==> src/rtl/trip_pkg.sv <==
// Shared types and constants for the trip controller. Optional reed lockout
// in trip_ctrl is enabled with the TRIP_CTRL_LOCKOUT_EN macro.
package trip_pkg;

  localparam int unsigned CIRC_W = 8;

  typedef enum logic [1:0] {
    S_DIST,
    S_SPEED,
    S_TIME,
    S_EDIT
  } state_t;

  localparam logic [1:0] DISP_DIST  = 2'd0;
  localparam logic [1:0] DISP_SPEED = 2'd1;
  localparam logic [1:0] DISP_TIME  = 2'd2;
  localparam logic [1:0] DISP_CIRC  = 2'd3;

  function automatic logic [CIRC_W-1:0] circ_inc(input logic [CIRC_W-1:0] v,
                                                 input logic [CIRC_W-1:0] wrap_to);
    return (v == '1) ? wrap_to : v + CIRC_W'(1);
  endfunction

  function automatic logic [1:0] disp_of(input state_t s);
    logic [1:0] d;
    d = DISP_DIST;
    case (s)
      S_DIST:  d = DISP_DIST;
      S_SPEED: d = DISP_SPEED;
      S_TIME:  d = DISP_TIME;
      S_EDIT:  d = DISP_CIRC;
      default: d = DISP_DIST;
    endcase
    return d;
  endfunction

endpackage

==> src/rtl/trip_ctrl_btn_press.sv <==
// btn_press: classifies a debounced button level into short/long press events.
// Events are single-cycle, valid on the release cycle (short) or the HOLD_CYCLES-th high cycle (long).
module btn_press
  import trip_pkg::*;
#(
  parameter int unsigned HOLD_CYCLES = 200
) (
  input  logic clock,
  input  logic reset,
  input  logic btn,
  input  logic inhibit,
  output logic short_ev,
  output logic long_ev
);

  localparam int unsigned CW = $clog2(HOLD_CYCLES + 1);
  localparam logic [CW-1:0] HOLD    = CW'(HOLD_CYCLES);
  localparam logic [CW-1:0] HOLD_M1 = CW'(HOLD_CYCLES - 1);

  logic [CW-1:0] cnt_q, cnt_d;
  logic          blocked_q, blocked_d;

  // Once inhibited, stay blocked until the button itself has been released,
  // so a press spanning the inhibit window never produces an event.
  always_comb begin
    cnt_d     = cnt_q;
    blocked_d = blocked_q;
    short_ev  = 1'b0;
    long_ev   = 1'b0;
    if (inhibit || blocked_q) begin
      cnt_d     = '0;
      blocked_d = inhibit | btn;
    end else if (btn) begin
      if (cnt_q != HOLD) cnt_d = cnt_q + CW'(1);
      long_ev = (cnt_q == HOLD_M1);
    end else begin
      short_ev = (cnt_q != '0) && (cnt_q != HOLD);
      cnt_d    = '0;
    end
  end

  always_ff @(posedge clock) begin
    if (reset) begin
      cnt_q     <= '0;
      blocked_q <= 1'b0;
    end else begin
      cnt_q     <= cnt_d;
      blocked_q <= blocked_d;
    end
  end

endmodule

==> src/rtl/trip_ctrl.sv <==
// trip_ctrl: display mode FSM, circumference edit/commit and reed pulse qualifier.
// Define TRIP_CTRL_LOCKOUT_EN to add the reed re-trigger lockout counter.
module trip_ctrl
  import trip_pkg::*;
#(
  parameter logic [CIRC_W-1:0] CIRC_DEFAULT   = 8'd220,
  parameter logic [CIRC_W-1:0] CIRC_MIN       = 8'd150,
  parameter int unsigned       HOLD_CYCLES    = 200,
  parameter int unsigned       LOCKOUT_CYCLES = 20
) (
  input  logic              clock,
  input  logic              reset,
  input  logic              mode_btn,
  input  logic              set_btn,
  input  logic              reed_in,
  output logic              reed,
  output logic [CIRC_W-1:0] circ,
  output logic              dist_clear,
  output logic [1:0]        disp_sel,
  output logic              circ_edit,
  output logic [CIRC_W-1:0] circ_shadow
);

  logic mode_short, mode_long, set_short, set_long;

  btn_press #(.HOLD_CYCLES(HOLD_CYCLES)) u_mode_btn (
    .clock    (clock),
    .reset    (reset),
    .btn      (mode_btn),
    .inhibit  (1'b0),
    .short_ev (mode_short),
    .long_ev  (mode_long)
  );

  btn_press #(.HOLD_CYCLES(HOLD_CYCLES)) u_set_btn (
    .clock    (clock),
    .reset    (reset),
    .btn      (set_btn),
    .inhibit  (mode_btn),
    .short_ev (set_short),
    .long_ev  (set_long)
  );

  state_t            state_q, state_d;
  logic [CIRC_W-1:0] circ_q, circ_d;
  logic [CIRC_W-1:0] shadow_q, shadow_d;
  logic [1:0]        disp_sel_q, disp_sel_d;
  logic              circ_edit_q, circ_edit_d;
  logic              dist_clear_q, dist_clear_d;

  always_comb begin
    state_d      = state_q;
    circ_d       = circ_q;
    shadow_d     = shadow_q;
    dist_clear_d = 1'b0;
    if (state_q == S_EDIT) begin
      if (mode_long) begin
        state_d  = S_DIST;
        shadow_d = circ_q;
      end else if (mode_short) begin
        state_d = S_DIST;
        circ_d  = shadow_q;
      end else if (set_long) begin
        shadow_d = CIRC_DEFAULT;
      end else if (set_short) begin
        shadow_d = circ_inc(shadow_q, CIRC_MIN);
      end
    end else begin
      if (mode_long) begin
        state_d  = S_EDIT;
        shadow_d = circ_q;
      end else if (mode_short) begin
        case (state_q)
          S_DIST:  state_d = S_SPEED;
          S_SPEED: state_d = S_TIME;
          default: state_d = S_DIST;
        endcase
      end else if (set_long && state_q == S_DIST) begin
        dist_clear_d = 1'b1;
      end
    end
    disp_sel_d  = disp_of(state_d);
    circ_edit_d = (state_d == S_EDIT);
  end

  always_ff @(posedge clock) begin
    if (reset) begin
      state_q      <= S_DIST;
      circ_q       <= CIRC_DEFAULT;
      shadow_q     <= CIRC_DEFAULT;
      disp_sel_q   <= DISP_DIST;
      circ_edit_q  <= 1'b0;
      dist_clear_q <= 1'b0;
    end else begin
      state_q      <= state_d;
      circ_q       <= circ_d;
      shadow_q     <= shadow_d;
      disp_sel_q   <= disp_sel_d;
      circ_edit_q  <= circ_edit_d;
      dist_clear_q <= dist_clear_d;
    end
  end

  logic sync1_q, sync2_q, prev_q, reed_q;
  logic rise, reed_d;

  always_comb rise = sync2_q & ~prev_q;

`ifdef TRIP_CTRL_LOCKOUT_EN
  localparam int unsigned LOCK_W = $clog2(LOCKOUT_CYCLES + 1);
  logic [LOCK_W-1:0] lock_q, lock_d, lock_dec;

  // The pulse cycle counts as the first lockout cycle, so accepted pulses are
  // always at least LOCKOUT_CYCLES cycles apart.
  always_comb begin
    lock_dec = (lock_q == '0) ? '0 : lock_q - LOCK_W'(1);
    reed_d   = rise && (lock_dec == '0);
    lock_d   = reed_d ? LOCK_W'(LOCKOUT_CYCLES) : lock_dec;
  end

  always_ff @(posedge clock) begin
    if (reset) lock_q <= '0;
    else       lock_q <= lock_d;
  end
`else
  logic unused_lockout;
  always_comb begin
    reed_d         = rise;
    unused_lockout = (LOCKOUT_CYCLES != 0);
  end
`endif

  always_ff @(posedge clock) begin
    if (reset) begin
      sync1_q <= 1'b0;
      sync2_q <= 1'b0;
      prev_q  <= 1'b0;
      reed_q  <= 1'b0;
    end else begin
      sync1_q <= reed_in;
      sync2_q <= sync1_q;
      prev_q  <= sync2_q;
      reed_q  <= reed_d;
    end
  end

  assign reed        = reed_q;
  assign circ        = circ_q;
  assign dist_clear  = dist_clear_q;
  assign disp_sel    = disp_sel_q;
  assign circ_edit   = circ_edit_q;
  assign circ_shadow = shadow_q;

endmodule

==> config.mk <==
export PLATFORM = sky130hd
export DESIGN_NAME = trip_ctrl
export DESIGN_NICKNAME = d
export VERILOG_FILES = /design/src/rtl/trip_pkg.sv /design/src/rtl/trip_ctrl_btn_press.sv /design/src/rtl/trip_ctrl.sv
export SDC_FILE = /design/constraint.sdc
export NUM_CORES = 1
export LEC_CHECK = 0
export CORE_ASPECT_RATIO = 0.5
export CORE_MARGIN = 2
export CORE_UTILIZATION = 32
export CTS_CLUSTER_SIZE = 24
export DETAILED_ROUTE_END_ITERATION = 10
export PLACE_DENSITY_LB_ADDON = 0.12
export REMOVE_ABC_BUFFERS = 1
export SLEW_MARGIN = 20
export SYNTH_ARGS = -nofsm -noshare
export SYNTH_HDL_FRONTEND = slang
export SYNTH_SLANG_ARGS = --single-unit
==> constraint.sdc <==
create_clock -name clock -period 2.5 [get_ports clock]
set_input_delay 0.75 -clock clock [delete_from_list [all_inputs] [get_ports clock]]
set_output_delay 0.75 -clock clock [all_outputs]
set_load 0.01 [all_outputs]
==> results of run 1 <==
metal layers:
layer | track usage | vias up | wire length, um
li1 | - | 928 | -
met5 | 0 | - | 0
met2 | 0.210 | 21 | 1980
met4 | 0.0422 | 0 | 73
met1 | 0.170 | 834 | 2270
met3 | 0.0404 | 8 | 166
sequential cells by signal, summed over array words and instances, names as in the netlist:
register	count
circ_shadow	8
u_set_btn.blocked_q	1
circ	8
circ_edit	1
sync1_q	1
reed	1
prev_q	1
sync2_q	1
dist_clear	1
u_mode_btn.cnt_q	8
disp_sel	2
state_q	1
u_mode_btn.blocked_q	1
u_set_btn.cnt_q	8
power by group through the flow:
| stage | Clock, mW | Combinational, mW | Sequential, mW |
|---|---|---|---|
| 2_1_floorplan | 0 | 0.0299 | 0.713 |
| 3_3_place_gp | 0 | 0.0647 | 0.714 |
| 3_5_place_dp | 0 | 0.0652 | 0.714 |
| 4_1_cts | 0.711 | 0.0647 | 0.698 |
| 5_1_grt | 0.745 | 0.0713 | 0.699 |
| 6_report | 0.686 | 0.0636 | 0.698 |
critical path, delay by kind of cell:
kind                   cells  cell delay [ns]
AOI/OAI and AO/OA          3             0.45
buffers and inverters      2             0.35
and+or+nand+nor            3             0.99
placed cells by master (no fill, tap or decap), types with 2 or more instances in the layout:
master / count
sky130_fd_sc_hd__nor2b_1: 5
sky130_fd_sc_hd__o211ai_1: 4
sky130_fd_sc_hd__clkbuf_16: 5
sky130_fd_sc_hd__nand4_1: 2
sky130_fd_sc_hd__and3_1: 9
sky130_fd_sc_hd__nand3_1: 14
sky130_fd_sc_hd__nor4_1: 2
sky130_fd_sc_hd__a21oi_1: 12
sky130_fd_sc_hd__clkdlybuf4s50_1: 23
sky130_fd_sc_hd__and4_1: 2
sky130_fd_sc_hd__mux2i_1: 9
sky130_fd_sc_hd__dfxtp_1: 43
sky130_fd_sc_hd__or2_1: 4
sky130_fd_sc_hd__inv_1: 6
sky130_fd_sc_hd__ha_1: 5
sky130_fd_sc_hd__and2_1: 2
sky130_fd_sc_hd__clkbuf_8: 2
sky130_fd_sc_hd__o21ai_1: 4
sky130_fd_sc_hd__nor2_1: 37
sky130_fd_sc_hd__or2_2: 2
sky130_fd_sc_hd__buf_4: 19
sky130_fd_sc_hd__nand2b_1: 5
sky130_fd_sc_hd__xnor2_1: 5
sky130_fd_sc_hd__a21o_1: 4
sky130_fd_sc_hd__xor2_1: 9
sky130_fd_sc_hd__nor4bb_1: 2
sky130_fd_sc_hd__or3_1: 2
sky130_fd_sc_hd__nor3_1: 2
sky130_fd_sc_hd__a2bb2oi_2: 4
sky130_fd_sc_hd__a211oi_2: 2
sky130_fd_sc_hd__dlygate4sd2_1: 2
sky130_fd_sc_hd__nand2_1: 14
Yosys cell counts, drive strengths merged:
| library cell | count | area (sq um) |
|---|---|---|
| nor3b | 1 | 7.51 |
| a21oi | 14 | 85.1 |
| a41oi | 1 | 8.76 |
| nor2b | 5 | 31.3 |
| clkbuf | 5 | 18.8 |
| or2 | 6 | 37.5 |
| or3b | 2 | 20.0 |
| and3b | 1 | 8.76 |
| a311o | 1 | 10.0 |
| dfxtp | 43 | 861 |
| a2bb2oi | 5 | 68.8 |
| xnor2 | 5 | 43.8 |
| nor4 | 3 | 33.8 |
| buf | 6 | 41.3 |
| o211ai | 4 | 30.0 |
| o41ai | 1 | 16.3 |
| a311oi | 2 | 35.0 |
| nand2 | 14 | 52.6 |
| ha | 5 | 62.6 |
| nand4 | 2 | 12.5 |
| and3 | 9 | 56.3 |
| o2bb2ai | 1 | 8.76 |
| inv | 6 | 22.5 |
| xor2 | 9 | 78.8 |
| or4 | 2 | 18.8 |
| mux2i | 9 | 90.1 |
| nor3 | 2 | 10.0 |
| nand3 | 14 | 70.1 |
| nor2 | 37 | 139 |
| o21ai | 5 | 28.8 |
| or3 | 2 | 12.5 |
| and4 | 2 | 17.5 |
| nand2b | 5 | 31.3 |
| nor4bb | 2 | 20.0 |
| a21o | 4 | 30.0 |
| and2 | 2 | 12.5 |
| a211oi | 3 | 32.5 |
layout make-up:
| type | count | share of cell area |
|---|---|---|
| Timing Repair Buffer | 46 | 0.150 |
| Clock buffer | 8 | 0.0558 |
| Multi-Input combinational cell | 180 | 0.438 |
| Sequential cell | 43 | 0.307 |
| Inverter | 6 | 0.00803 |
| Tap cell | 92 | 0.0410 |
final timing paths:
kind	from	end	slack, ns
worst max-delay path	mode_btn	circ_shadow[2]	0.17
worst max register to register	u_set_btn.cnt_q[3]	circ_shadow[7]	0.53
worst min-delay path	prev_q	reed	0.38
worst min register to register	prev_q	reed	0.38
per-stage QoR:
stage	power, mW	TNS [ns]	hold WS (ns)	area, sq um
6_report	1.45	0	0.379	2810
3_5_place_dp	0.779	-2.57	0.375	2630
4_1_cts	1.47	0	0.383	2810
2_1_floorplan	0.743	0	0.367	2100
5_1_grt	1.51	0	0.398	2810
3_3_place_gp	0.778	-2.38	0.372	2630
cells by family (layout without fill, tap and decap cells):
group           Yosys count  after routing
buf+inv                  17             60
xor+xnor                 14             14
compound gates           41             41
fa+ha+maj                 5              5
flops                    43             43
simple gates            111            111
mux                       9              9
what timing repair did:
item,in CTS,in global routing
resized for setup,4,0
endpoints found under the setup margin,4,0
buffers inserted,1,0
==> impl_results.md, run 1 <==
- Quantity of hold-fixing buffers added after cts: 0
- Detailed Place HPWL: 3.29 mm
- End-of-flow core utilization: 0.424
- Clock power share: 0.474
- Total standard cell area after synthesis: 2160 sq um
- TritonCTS clock tree: done
- Count of non-filler cells in the finished layout: 375
- Number of instances in the synthesized netlist: 240
- Post-layout worst setup margin: 0.170 ns
- Core outline area: 6620 sq um
- Number of remaining DRC errors: 0
- Post-DR vias/cell: 4.78
- First-pass GRT wire length: 7.98 mm
- Largest fanout of any net on the critical path: 4
- Sequential fraction of the synthesis area: 0.398
- Setup WS pre-CTS: -0.391 ns
- Global placement routability congestion: 0.761
- Per-instance average area after synthesis: 9.02 sq um
- Clk root buf: sky130_fd_sc_hd__clkbuf_16
- Kind of start point of the critical path: input pin
- Number of placement rows: 21
- Max-slew violation total from the final report: 0
- Proportion of power drawn by flip-flops and latches: 0.482
- Pint: 1.15 mW
- H-Tree Depth: 2
- Endpoint arrival time on the critical path: 2.55 ns
- Worst reg-to-reg path cell count: 7
- Gate power share: 0.044
- WL final: 4.49 mm
- Net count, final: 292
- Adder and majority cell fraction of the synthesized area: 0.0289
- Synth warnings: 0
- Ordered cell list for the critical path: dlygate4sd2_1 > or3b_4 > or4_4 > o21ai_4 > buf_6 > nor2_1 > o211ai_1 > a2bb2oi_2
- Area of the die: 7480 sq um
- ANT cells: 0
- Final Hold Fails: 0
- Iteration-0 DRC count of the detailed router: 55
- Total power divided by cell area: 516 nW/um^2
- Largest vdd supply drop: 0.299 mV
- Number of clock sinks: 43
- Result of the run: finished clean
- Worst clock skew: 0.00279 ns
- Top Ports: 26
- Area Overhead vs Synth: 29.6%
- Static Leak: 1.12 nW
- Storage element area: 861 sq um
- Number of placed instances, taps included: 366
- Area taken by multi-input logic gates: 1230 sq um
- Path category of the worst min-delay check: flop to flop
- Flop and latch count out of synthesis: 43
- Largest net degree at the start of global routing: 17
- Total vias in the final route: 1791
- Timing-limited maximum frequency: 429 MHz
- Aggregate global routing overflow: 0
- Routed wire per std cell: 12.0 um
- Switching part of the total: 0.205
- Die H: 62.2 um
- Clock Path Buffers: 2
- Clock-pin slew reported for the worst setup and hold paths after clock tree synthesis: 0.06 ns
- Fraction of layout instances using a drive strength above 1: 0.155
- Effective utilization at floorplan: 0.327
- Xor-xnor portion of the synthesized cell area: 0.0566
- Final-layout fill cell count: 676
- Final count of negative-setup-slack endpoints: 0
- Final worst path period need: 2.33 ns
- Longest individual stage delay on the worst path: 0.54 ns
- Compound-gate portion of the synthesized area: 0.164
- WS Path Type: input pin to flop
- Port Buf Inserts: 25
- Worst slew margin: 0.548
- Critical path capture point type: flop
- Clock buffer count from CTS: 5
- Tightest Pin Transition: 0.672 ns
- Multiplexer share of the synthesized area: 0.0416
- Unrepaired setup endpoints after global routing: false
- Insertion delay to the later sink of the worst-skew pair: 0.28 ns
- Post-route clock period utilization: 0.932
- Cell type of the slowest stage on the worst timing path: sky130_fd_sc_hd__or4_4
- Hold path cells: 1
- Vias in the first global route: 1731
- Number of distinct library cells after synthesis: 49
- Number of antenna violations at the first check in global routing: 0
- Largest family of logic cells by synthesized area: simple AND/OR/NAND/NOR gates
- Global-route total usage across every layer: 0.131
- Residual antenna-violating net count after detailed routing: 0
- Number of iterations in the first detailed-routing pass: 4
- Max-cap check violation count: 0
- Die Width: 120 um
- Area share of and/or/nand/nor cells after synthesis: 0.273
- Net Switching: 0.297 mW
- CP required: 2.72 ns
(Power assumes the default switching activity.)
==> run 2, diff against run 1 <==
- CORE_UTILIZATION: 32 -> 47
- CTS_CLUSTER_SIZE: 24 -> not set
==> run 2 against run 1 <==
Net effect: sequential power hardly changed; sequential share of layout area is 1.6 points higher; cell area is 4.8% lower; total power is 17% lower.
==> impl_results.md, run 2 (synthesis results as in run 1) <==
- Grt met1 use: 0.227
- Residual antenna-violating net count after detailed routing: 0
- Clk root buf: sky130_fd_sc_hd__clkbuf_8
- Vias in the first global route: 1603
- Clock Path Buffers: 2
- Total power divided by cell area: 452 nW/um^2
- Hold path cells: 1
- First-pass GRT wire length: 7.01 mm
- Largest vdd supply drop: 0.238 mV
- M2 GR Usage: 0.277
- End-of-flow core utilization: 0.606
- Most heavily used metal layer in global routing: met2
- Aggregate global routing overflow: 0
- Top library cells by usage in the layout, fill and taps aside: sky130_fd_sc_hd__dfxtp_1, sky130_fd_sc_hd__nor2_1, sky130_fd_sc_hd__clkdlybuf4s50_1
- Worst slew margin: 0.526
- Fraction of layout instances using a drive strength above 1: 0.147
- Pint: 0.941 mW
- Worst clock skew: 0.0141 ns
- Largest net degree at the start of global routing: 17
- ANT cells: 0
- CP delay by family, top: simple AND/OR/NAND/NOR gates
- Number of remaining DRC errors: 0
- CP required: 2.74 ns
- Max-slew violation total from the final report: 0
- Static Leak: 1.08 nW
- GR Layer Usage met3: 0.0497
- Critical R2R Capture: circ_shadow[7]
- Most common cell after layout, fill and taps aside: sky130_fd_sc_hd__dfxtp_1
- Endpoint arrival time on the critical path: 2.54 ns
- Worst reg-to-reg path cell count: 7
- Post-DR vias/cell: 5.40
- Effective utilization at floorplan: 0.492
- Number of placement rows: 17
- Final count of negative-setup-slack endpoints: 0
- Number of placed instances, taps included: 328
- Port Buf Inserts: 25
- TritonCTS clock tree: done
- WL final: 4.29 mm
- Gate power share: 0.052
- Max-cap check violation count: 0
- Tightest Pin Transition: 0.704 ns
- Overall power consumption: 1.21 mW
- FF-to-FF Start: u_set_btn.cnt_q[3]
- Setup TNS: 0 ns
- Insertion delay to the later sink of the worst-skew pair: 0.30 ns
- Top Ports: 26
- Clock-pin slew reported for the worst setup and hold paths after clock tree synthesis: 0.09 ns
- Total vias in the final route: 1813
- Clock buffer count from CTS: 5
- WP buf/inv: 2
- Worst reg-to-reg setup slack: 0.47 ns
- Net Switching: 0.266 mW
- Largest fanout of any net on the critical path: 3
- Hold Slack: 0.385 ns
- Final Hold Fails: 0
- H-Tree Depth: 2
- Kind of start point of the critical path: input pin
- Die Width: 100 um
- Timing-limited maximum frequency: 435 MHz
- Post-route clock period utilization: 0.920
- WS Path Type: input pin to flop
- Net count, final: 289
- Setup WS pre-CTS: -0.386 ns
- Clock power share: 0.370
- Number of clock sinks: 43
- Result of the run: finished clean
- Cell area reported after detailed placement: 2570 sq um
- Die H: 52.0 um
- Unrepaired setup endpoints after global routing: false
- Number of iterations in the first detailed-routing pass: 4
- Switching part of the total: 0.221
- Global-route total usage across every layer: 0.170
- Post-layout worst setup margin: 0.201 ns
- Proportion of power drawn by flip-flops and latches: 0.578
- Global placement routability congestion: 0.781
- Cell depth of the worst setup path: 8
- Routed wire per std cell: 12.8 um
- Count of non-filler cells in the finished layout: 336
- Iteration-0 DRC count of the detailed router: 69
- Longest individual stage delay on the worst path: 0.56 ns
- Detailed Place HPWL: 3.13 mm
- Path category of the worst min-delay check: flop to flop
- Number of antenna violations at the first check in global routing: 0
- Area of the die: 5200 sq um
- Core outline area: 4400 sq um
- Final worst path period need: 2.30 ns
- Cell type of the slowest stage on the worst timing path: sky130_fd_sc_hd__or4_4
- Final-layout fill cell count: 389
- Design Area, Final: 2670 sq um
- Area Overhead vs Synth: 23.4%
- Ordered cell list for the critical path: dlygate4sd2_1 > or3b_4 > or4_4 > o21ai_4 > buf_4 > nor2_1 > o211ai_1 > a2bb2oi_2
- Min-Delay Endpoint: reed
- Hold_sp: prev_q
- Critical path capture point type: flop
-- run 2: cell types whose count changed in the layout (fill, tap and decap cells not counted) --
| cell | change |
|---|---|
| sky130_fd_sc_hd__buf_6 | -1 |
| sky130_fd_sc_hd__buf_4 | -2 |
| sky130_fd_sc_hd__clkbuf_16 | -5 |
| sky130_fd_sc_hd__clkbuf_8 | +4 |
| sky130_fd_sc_hd__clkbuf_1 | -1 |
| sky130_fd_sc_hd__dlygate4sd2_1 | -1 |
| sky130_fd_sc_hd__clkinv_2 | +1 |
| sky130_fd_sc_hd__dlymetal6s2s_1 | +1 |
-- run 2: layer usage --
layer	wire length [um]	vias up
li1	-	915
met1	2260	862
met2	1860	32
met4	13	0
met3	154	4
met5	0	-
-- run 2: power groups by stage --
| stage | registers [mW] | clock network [mW] | logic [mW] |
|---|---|---|---|
| final | 0.698 | 0.447 | 0.0624 |
| after global routing | 0.699 | 0.486 | 0.0688 |
| after CTS | 0.698 | 0.465 | 0.0631 |
| after detailed placement | 0.714 | 0 | 0.0631 |
| after global placement | 0.714 | 0 | 0.0626 |
| after floorplan | 0.713 | 0 | 0.0299 |
-- run 2: worst max-delay path by stage --
stage | startpoint | slack [ns] | end
2_1_floorplan | mode_btn | 0.20 | circ_shadow[2]
3_3_place_gp | set_btn | -0.33 | circ_shadow[4]
3_5_place_dp | set_btn | -0.39 | circ_shadow[4]
4_1_cts | mode_btn | 0.005 | circ_shadow[4]
5_1_grt | set_btn | 0.13 | circ_shadow[2]
6_report | set_btn | 0.20 | circ_shadow[2]
-- run 2: cell type report --
type / instances / area [sq um] / area share
multi-input combinational: 180 / 1230 / 0.460
sequential: 43 / 861 / 0.322
timing repair buffer: 43 / 399 / 0.149
clock buffer: 6 / 82.6 / 0.0309
tap: 57 / 71.3 / 0.0267
inverter: 6 / 22.5 / 0.00843
clock inverter: 1 / 5.00 / 0.00187
-- run 2: what timing repair did --
item / in CTS / in global routing
pin swaps: 2 / 4
hold buffers: 0 / 0
resized for setup: 1 / 2
endpoints found under the setup margin: 3 / 2
buffers inserted: 1 / 0
hold endpoints to repair: 0 / 0
==> run 3, diff against run 2 <==
- PLACE_DENSITY: not set -> 0.73
- PLACE_DENSITY_LB_ADDON: 0.12 -> not set
- REMOVE_ABC_BUFFERS: 1 -> not set
==> run 3 against run 2 <==
Net effect: first-iteration DRC count rose by 17%; fmax fell by 5.5%; sequential power barely moved; clock-buffer cell count rose by 1; routed wire length rose by 3.1%; clock power fell by 4.9%; setup slack got worse by 0.13 ns; sequential share of layout area barely moved; via count fell by 1.7%; non-clock buffer count fell by 2; flip-flop and latch count did not move; critical path type unchanged; largest power group unchanged; highest routed layer unchanged.
==> impl_results.md, run 3 (synthesis results as in run 1) <==
- Worst reg-to-reg setup slack: 0.51 ns
- FF-to-FF Start: u_set_btn.cnt_q[1]
- Final Hold Fails: 0
- Post-route clock period utilization: 0.973
- Critical path capture point type: flop
- Worst slew margin: 0.616
- Max-slew violation total from the final report: 0
- Die Width: 100 um
- Effective utilization at floorplan: 0.492
- Total vias in the final route: 1783
- Largest net degree at the start of global routing: 21
- Area of the die: 5200 sq um
- Net count of the mapped netlist: 250
- H-Tree Depth: 2
- Die H: 52.0 um
- Most common cell after layout, fill and taps aside: sky130_fd_sc_hd__dfxtp_1
- Hold_sp: prev_q
- End-of-flow core utilization: 0.606
- Final count of negative-setup-slack endpoints: 0
- Insertion delay to the later sink of the worst-skew pair: 0.29 ns
- Largest fanout of any net on the critical path: 4
- Number of remaining DRC errors: 0
- Global placement routability congestion: 0.855
- Quantity of hold-fixing buffers added after cts: 0
- Ordered cell list for the critical path: clkdlybuf4s50_1 > or3b_4 > or4_4 > o21ai_4 > or2_4 > buf_4 > o21ai_1 > a2bb2oi_2
- Net count, final: 287
- Iteration-0 DRC count of the detailed router: 81
- Global-route total usage across every layer: 0.194
- WP buf/inv: 2
- Aggregate global routing overflow: 0
- Path category of the worst min-delay check: flop to flop
- Cell type of the slowest stage on the worst timing path: sky130_fd_sc_hd__or4_4
- Final-layout fill cell count: 399
- Kind of start point of the critical path: input pin
- Number of iterations in the first detailed-routing pass: 4
- Routed wire per std cell: 13.2 um
- Timing-limited maximum frequency: 411 MHz
- Core outline area: 4400 sq um
- Port Buf Inserts: 25
- Unrepaired setup endpoints after global routing: false
- Clock Path Buffers: 2
- ANT cells: 0
- Min-Delay Endpoint: reed
- Vias in the first global route: 1689
- First-pass GRT wire length: 7.81 mm
- Static Leak: 1.07 nW
- Hold path cells: 1
- Detailed Place HPWL: 3.22 mm
- WS Path Type: input pin to flop
- Top Ports: 26
- CP delay by family, top: simple AND/OR/NAND/NOR gates
- CP required: 2.74 ns
- Number of clock sinks: 43
- TritonCTS clock tree: done
- Critical R2R Capture: circ_shadow[6]
- Largest vdd supply drop: 0.287 mV
- Total power divided by cell area: 446 nW/um^2
- Number of placement rows: 17
- Top library cells by usage in the layout, fill and taps aside: sky130_fd_sc_hd__dfxtp_1, sky130_fd_sc_hd__nor2_1, sky130_fd_sc_hd__clkdlybuf4s50_1
- Result of the run: finished clean
- Worst clock skew: 0.0108 ns
- Clk root buf: sky130_fd_sc_hd__clkbuf_8
- Clock-pin slew reported for the worst setup and hold paths after clock tree synthesis: 0.08 ns
- Post-DR vias/cell: 5.32
- Setup TNS: 0 ns
- Longest individual stage delay on the worst path: 0.53 ns
- Tightest Pin Transition: 0.571 ns
- Number of antenna violations at the first check in global routing: 0
- Final worst path period need: 2.43 ns
- Setup Buffers After CTS: 0
- Fraction of layout instances using a drive strength above 1: 0.147
- Area Overhead vs Synth: 23.2%
- Max-cap check violation count: 0
- Overall power consumption: 1.19 mW
- Residual antenna-violating net count after detailed routing: 0
- Endpoint arrival time on the critical path: 2.67 ns
- Worst reg-to-reg path cell count: 8
- Clock buffer count from CTS: 5
- WL final: 4.43 mm
run 3: through the flow:
stage          hold slack [ns]  cell area, sq um  setup WS, ns  cells
3_5_place_dp             0.386              2560        -0.326    327
2_1_floorplan            0.367              2160         0.210    240
5_1_grt                  0.420              2670       0.00114    335
6_report                 0.390              2670        0.0666    335
4_1_cts                  0.397              2650       0.00230    335
3_3_place_gp             0.374              2560        -0.304    327
run 3: worst max-delay path by stage:
stage	endpoint	cells after the start	slack [ns]	startpoint
after detailed placement	circ_shadow[0]	7	-0.33	set_btn
after global placement	circ_shadow[0]	7	-0.30	set_btn
final	circ_shadow[2]	8	0.07	mode_btn
after CTS	circ_shadow[4]	8	0.002	set_btn
after global routing	circ_shadow[3]	9	0.001	mode_btn
after floorplan	circ_shadow[0]	6	0.21	mode_btn
run 3: layout make-up:
cell class | count | area, sq um | area share
Multi-Input combinational cell | 180 | 1240 | 0.467
Sequential cell | 43 | 861 | 0.323
Timing Repair Buffer | 41 | 385 | 0.145
Clock buffer | 7 | 76.3 | 0.0286
Tap cell | 57 | 71.3 | 0.0267
Inverter | 6 | 22.5 | 0.00845
Clock inverter | 1 | 5.00 | 0.00188
run 3: layer usage:
metal,vias to the layer above,share of wire,track usage
met2,26,0.46,0.321
met5,-,0,0
met1,840,0.50,0.256
met4,0,0.0032,0.0525
met3,2,0.036,0.0484
li1,915,-,-
run 3: where the power goes:
part	switching [mW]	internal [mW]	leakage [nW]	total, mW
clock network	0.229	0.196	0.0422	0.425
registers	0.00627	0.692	0.348	0.698
logic	0.0311	0.0340	0.680	0.0651
run 3: repair_timing:
item                                    4_1_cts  5_1_grt
pin swaps                                     0        6
gates resized for setup                       2        4
endpoints found under the setup margin        1        6
